$ cat src/rtl/fifo_uart_pkg.sv
// Shared types and helpers for the FIFO-fed UART transmitter and its bit timer.
package fifo_uart_pkg;

  typedef enum logic [2:0] {
    IDLE,
    WAIT,
    START,
    DATA,
    PARITY,
    STOP
  } state_t;

  localparam int   CLKS_PER_BIT_DEF = 16;
  localparam logic IDLE_LEVEL       = 1'b1;
  localparam int   PAR_MAX_W        = 32;

  // Even parity: the bit that makes the total count of ones even.
  function automatic logic even_parity(input logic [PAR_MAX_W-1:0] d);
    return ^d;
  endfunction

endpackage

$ cat src/rtl/fifo_uart_bit_timer.sv
// Baud counter: counts 0..CLKS_PER_BIT-1 while enabled and flags the terminal count.
module uart_bit_timer
  import fifo_uart_pkg::*;
#(
  parameter int CLKS_PER_BIT = CLKS_PER_BIT_DEF
) (
  input  logic clk,
  input  logic rst,
  input  logic load,
  input  logic en,
  output logic bit_tick
);

  localparam int            CW   = (CLKS_PER_BIT > 1) ? $clog2(CLKS_PER_BIT) : 1;
  localparam logic [CW-1:0] LAST = CW'(CLKS_PER_BIT - 1);

  logic [CW-1:0] cnt;

  assign bit_tick = en && (cnt == LAST);

  always_ff @(posedge clk or negedge rst) begin
    if (!rst)         cnt <= '0;
    else if (load)    cnt <= '0;
    else if (en)      cnt <= bit_tick ? '0 : cnt + 1'b1;
  end

endmodule

$ cat src/rtl/fifo_uart_tx.sv
// Drains a sync FIFO one byte at a time and serializes each as a UART frame on tx.
module fifo_uart_tx
  import fifo_uart_pkg::*;
#(
  parameter int CLKS_PER_BIT = CLKS_PER_BIT_DEF,
  parameter int DATA_W       = 8,
  parameter int PARITY_EN    = 0,
  parameter int STOP_BITS    = 1
) (
  input  logic              clk,
  input  logic              rst,
  input  logic              tx_en,
  input  logic              fifo_empty,
  output logic              fifo_rd_en,
  input  logic [DATA_W-1:0] fifo_data,
  output logic              tx,
  output logic              busy,
  output logic              byte_done
);

  localparam int             BCW       = (DATA_W > 1) ? $clog2(DATA_W) : 1;
  localparam logic [BCW-1:0] LAST_DATA = BCW'(DATA_W - 1);
  localparam logic [BCW-1:0] LAST_STOP = BCW'(STOP_BITS - 1);

  state_t            state, state_n;
  logic [BCW-1:0]    bit_cnt, bit_cnt_n;
  logic [DATA_W-1:0] shreg, shreg_n;
  logic              par_q, par_n;
  logic              tx_n;
  logic              bit_tick;
  logic              tmr_load;

  assign tmr_load = (state == IDLE) || (state == WAIT);

  uart_bit_timer #(.CLKS_PER_BIT(CLKS_PER_BIT)) u_timer (
    .clk      (clk),
    .rst      (rst),
    .load     (tmr_load),
    .en       (!tmr_load),
    .bit_tick (bit_tick)
  );

  // tx is registered from the next-state view so the line changes exactly on state entry.
  always_ff @(posedge clk or negedge rst) begin
    if (!rst) begin
      state   <= IDLE;
      bit_cnt <= '0;
      shreg   <= '0;
      par_q   <= 1'b0;
      tx      <= IDLE_LEVEL;
    end else begin
      state   <= state_n;
      bit_cnt <= bit_cnt_n;
      shreg   <= shreg_n;
      par_q   <= par_n;
      tx      <= tx_n;
    end
  end

  always_comb begin
    state_n   = state;
    bit_cnt_n = bit_cnt;
    shreg_n   = shreg;
    par_n     = par_q;
    case (state)
      IDLE: if (fifo_rd_en) state_n = WAIT;
      WAIT: begin
        shreg_n = fifo_data;
        par_n   = even_parity(PAR_MAX_W'(fifo_data));
        state_n = START;
      end
      START: if (bit_tick) begin
        state_n   = DATA;
        bit_cnt_n = '0;
      end
      DATA: if (bit_tick) begin
        shreg_n = shreg >> 1;
        if (bit_cnt == LAST_DATA) begin
          bit_cnt_n = '0;
          state_n   = (PARITY_EN != 0) ? PARITY : STOP;
        end else begin
          bit_cnt_n = bit_cnt + 1'b1;
        end
      end
      PARITY: if (bit_tick) begin
        state_n   = STOP;
        bit_cnt_n = '0;
      end
      STOP: if (bit_tick) begin
        if (bit_cnt == LAST_STOP) begin
          state_n   = IDLE;
          bit_cnt_n = '0;
        end else begin
          bit_cnt_n = bit_cnt + 1'b1;
        end
      end
      default: state_n = IDLE;
    endcase
  end

  // Pop only from IDLE (and never while reset is held) so each frame costs exactly one pop.
  always_comb begin
    fifo_rd_en = (state == IDLE) && tx_en && !fifo_empty && rst;
    busy       = (state != IDLE);
    byte_done  = (state == STOP) && bit_tick && (bit_cnt == LAST_STOP);
    tx_n       = IDLE_LEVEL;
    case (state_n)
      START:   tx_n = 1'b0;
      DATA:    tx_n = shreg_n[0];
      PARITY:  tx_n = par_n;
      default: tx_n = IDLE_LEVEL;
    endcase
  end

endmodule

$ cat config.mk
export PLATFORM = sky130hd
export DESIGN_NAME = fifo_uart_tx
export DESIGN_NICKNAME = d
export VERILOG_FILES = /design/src/rtl/fifo_uart_pkg.sv /design/src/rtl/fifo_uart_bit_timer.sv /design/src/rtl/fifo_uart_tx.sv
export SDC_FILE = /design/constraint.sdc
export NUM_CORES = 1
export LEC_CHECK = 0
export BUFFER_PORTS_ARGS = -buffer_cell sky130_fd_sc_hd__buf_4
export CORE_UTILIZATION = 45
export DETAILED_ROUTE_END_ITERATION = 16
export PLACE_DENSITY = 0.65
export REMOVE_ABC_BUFFERS = 1
export SLEW_MARGIN = 10
export SYNTH_ARGS = -nofsm -noshare
export SYNTH_HDL_FRONTEND = slang
export SYNTH_SLANG_ARGS = --single-unit
$ cat constraint.sdc
create_clock -name clk -period 2.5 [get_ports clk]
set_clock_uncertainty 0.2 [all_clocks]
set_input_delay 0.5 -clock clk [delete_from_list [all_inputs] [get_ports clk]]
set_output_delay 0.5 -clock clk [all_outputs]
set_load 0.02 [all_outputs]
==> impl_metrics.env <==
export IMPL_std_cell_rows=17
export IMPL_clock_latency_ps=300
export IMPL_hold_class="in -> reg"
export IMPL_cts_root_buf="clkbuf_4"
export IMPL_worst_pin_slew_ps=576
export IMPL_area_growth_pct=14.4
export IMPL_grt_pass1_vias=894
export IMPL_clk_pin_slew_ps=110
export IMPL_hold_path_cell_count=2
export IMPL_die_width_um=52.1
export IMPL_die_y_um=52.1
export IMPL_gr_usage_met1_pct=25.1
export IMPL_firstDrtPassIters=4
export IMPL_cts_resized=0
export IMPL_status="finished, final reports clean"
export IMPL_r2r_end="tx"
export IMPL_p_sw_share_pct=35.6
export IMPL_place_hpwl_um=1710
export IMPL_grt_met2_usage_pct=30.8
export IMPL_syn_avg_cell_area_um2=9.50
export IMPL_reg2reg_slack_ps=450
export IMPL_leakagePower_nw=0.568
export IMPL_p_sw_mw=0.419
export IMPL_grt_util_all_layers_pct=20.0
export IMPL_final_layout_size_suffix_gt1_share_pct=19.4
export IMPL_grt_util_met3_pct=7.31
export IMPL_final_common_cell="dfrtp_1"
export IMPL_cts_tree="built"
export IMPL_syn_inst=119
export IMPL_min_period_ps=2380
export IMPL_path_class="reg -> out"
export IMPL_max_freq_mhz=421
export IMPL_drc=0
export IMPL_post_cts_setup_buffer_count=0
export IMPL_holdBufCountCts=1
export IMPL_grt_max_degree=21
export IMPL_design_core_area_mm2=0.00230
export IMPL_synthesis_area_mm2=0.00113
export IMPL_cts_buffers_inserted=3
export IMPL_io_pins=16
export IMPL_required_ps=1800
export IMPL_port_buffers=15
export IMPL_viasPerCell=5.70
export IMPL_max_slew_margin_pct=61.6
export IMPL_ys_ff_latch=20
export IMPL_power_frac_comb_pct=37.3
export IMPL_crit_chain="or3_1 > nor2_1 > buf_4"
export IMPL_r2r_start="state[1]"
export IMPL_initial_core_util_pct=49.2
export IMPL_dr_first_iter_drc_count=31
export IMPL_post_route_period_util_pct=95.1
export IMPL_max_stage_delay_ps=610
export IMPL_wl_um=2320
export IMPL_min_delay_start="fifo_data[7]"
export IMPL_ys_warn_count=0
export IMPL_grt_busiest_layer="met2"
export IMPL_wl_per_cell_um=14.3
export IMPL_clock_power_share_pct=15.6
export IMPL_hold_path_end="shreg[7]"
export IMPL_cp_end_kind="output port"
export IMPL_h_tree_depth=1
export IMPL_crit_path_max_fanout=19
export IMPL_clk_path_buf_depth=2
export IMPL_gp_congestion=0.823
export IMPL_synth_cell_types=33
export IMPL_slowest_stage="dfrtp_1"
export IMPL_ys_seq_area_share_pct=44.4
export IMPL_internal_power_mw=0.758
export IMPL_max_vdd_ir_drop_uv=482
export IMPL_grt_setup_unrepaired="no"
export IMPL_antenna_found_initial=0
export IMPL_antenna_cells=0
export IMPL_startpoint_type="flip-flop"
export IMPL_hold_viol_final=0
export IMPL_clkSinkCount=20
export IMPL_slew_violations=0
export IMPL_worstRegToRegCells=5
export IMPL_arrival_ps=1680
export IMPL_finalSetupViolations=0
export IMPL_most_common_layout_cells="dfrtp_1 (19), buf_4 (17), o22ai_1 (13)"
export IMPL_die_area_mm2=0.00272
export IMPL_grt_pass1_wl_um=3870
export IMPL_via_count=923
export IMPL_power_share_sequential_pct=47.2
export IMPL_ant_nets=0
export IMPL_final_net_count=151
export IMPL_grt_overflow=0
export IMPL_finalSetupTns_ps=0
export IMPL_powerDensity_mw_per_mm2=910
export IMPL_hold_ws_ps=237
export IMPL_maxCapViolCount=0
==> cells in the mapped netlist <==
cell      number  share of area [%]
dfrtp_1       19                 42
o22ai_1       13                7.2
a21oi_1       12                5.3
nand2_1       10                3.3
xnor2_1        8                6.2
inv_1          6                2.0
nor2_1         6                2.0
buf_2          4                1.8
ha_1           4                4.4
o21ai_0        4                1.8
nor2b_1        3                1.7
nor3_1         3                1.3
a22o_1         2                1.5
a31oi_1        2                1.1
buf_6          2                2.0
nand2b_1       2                1.1
nand3b_1       2                1.3
nand4_1        2                1.1
a21oi_2        1               0.77
a31o_1         1               0.77
and3_1         1               0.55
clkbuf_1       1               0.33
dfstp_2        1                2.3
mux2_2         1                1.0
nand2b_4       1                1.2
nand3_1        1               0.44
nand4b_1       1               0.77
nor3b_1        1               0.66
o221ai_1       1               0.77
o22ai_2        1                1.1
o32ai_1        1               0.77
or3_1          1               0.55
or3b_1         1               0.77
==> state kept, by name, summed over array words and instances (netlist names) <==
name	count
u_timer.cnt	4
bit_cnt	3
shreg	8
tx	1
par_q	1
state	3
==> power by group through the flow <==
stage / combinational (mW) / clock (mW) / sequential (mW)
3_3_place_gp: 0.431 / 0 / 0.556
2_1_floorplan: 0.330 / 0 / 0.537
3_5_place_dp: 0.438 / 0 / 0.556
4_1_cts: 0.442 / 0.191 / 0.550
5_1_grt: 0.501 / 0.208 / 0.574
6_report: 0.439 / 0.183 / 0.555
==> cell type report <==
| type | instances | area, um^2 |
|---|---|---|
| Clock buffer | 4 | 36.3 |
| Fill cell | 208 | 1000 |
| Inverter | 6 | 22.5 |
| Multi-Input combinational cell | 86 | 561 |
| Sequential cell | 20 | 502 |
| Tap cell | 28 | 35.0 |
| Timing Repair Buffer | 18 | 138 |
==> critical path: cells and delay by family (launching register included) <==
kind	cells	cell delay [ps]
AND/OR/NAND/NOR	2	600
buffers and inverters	1	160
flip-flops	1	610
==> logic make-up (layout without fill, tap and decap cells) <==
| kind of cell | Yosys count | count (layout) | synth area share, % |
|---|---|---|---|
| buf+inv | 13 | 28 | 6.08 |
| flops | 20 | 20 | 44.4 |
| xor+xnor | 8 | 8 | 6.19 |
| compound gates | 38 | 38 | 21.1 |
| mux | 1 | 1 | 0.996 |
| simple gates | 35 | 35 | 16.8 |
| fa+ha+maj | 4 | 4 | 4.42 |
==> worst max path at each step <==
| stage | from | endpoint | slack (ps) | cells after the start |
|---|---|---|---|---|
| 2_1_floorplan | state[1] | fifo_rd_en | 430 | 2 |
| 3_3_place_gp | state[1] | tx | 530 | 5 |
| 3_5_place_dp | state[1] | tx | 490 | 5 |
| 4_1_cts | state[1] | fifo_rd_en | 150 | 3 |
| 5_1_grt | state[1] | fifo_rd_en | 50 | 3 |
| 6_report | state[1] | fifo_rd_en | 120 | 3 |
==> layer usage <==
| layer | up-vias | routed length, um |
|---|---|---|
| li1 | 458 | - |
| met1 | 432 | 1100 |
| met2 | 29 | 1040 |
| met3 | 4 | 146 |
| met4 | 0 | 36 |
| met5 | - | 0 |
==> stage by stage <==
| step | power, mW | std cells | setup WS [ps] | instance area, um^2 | utilization, % |
|---|---|---|---|---|---|
| after floorplan | 0.867 | 112 | 433 | 1080 | - |
| after global placement | 0.987 | 157 | 529 | 1250 | 54.3 |
| after detailed placement | 0.995 | 157 | 489 | 1250 | 54.3 |
| after CTS | 1.18 | 162 | 145 | 1290 | 56.3 |
| after global routing | 1.28 | 162 | 46.2 | 1290 | 56.3 |
| final | 1.18 | 162 | 122 | 1290 | 56.3 |
(Power assumes the default switching activity.)
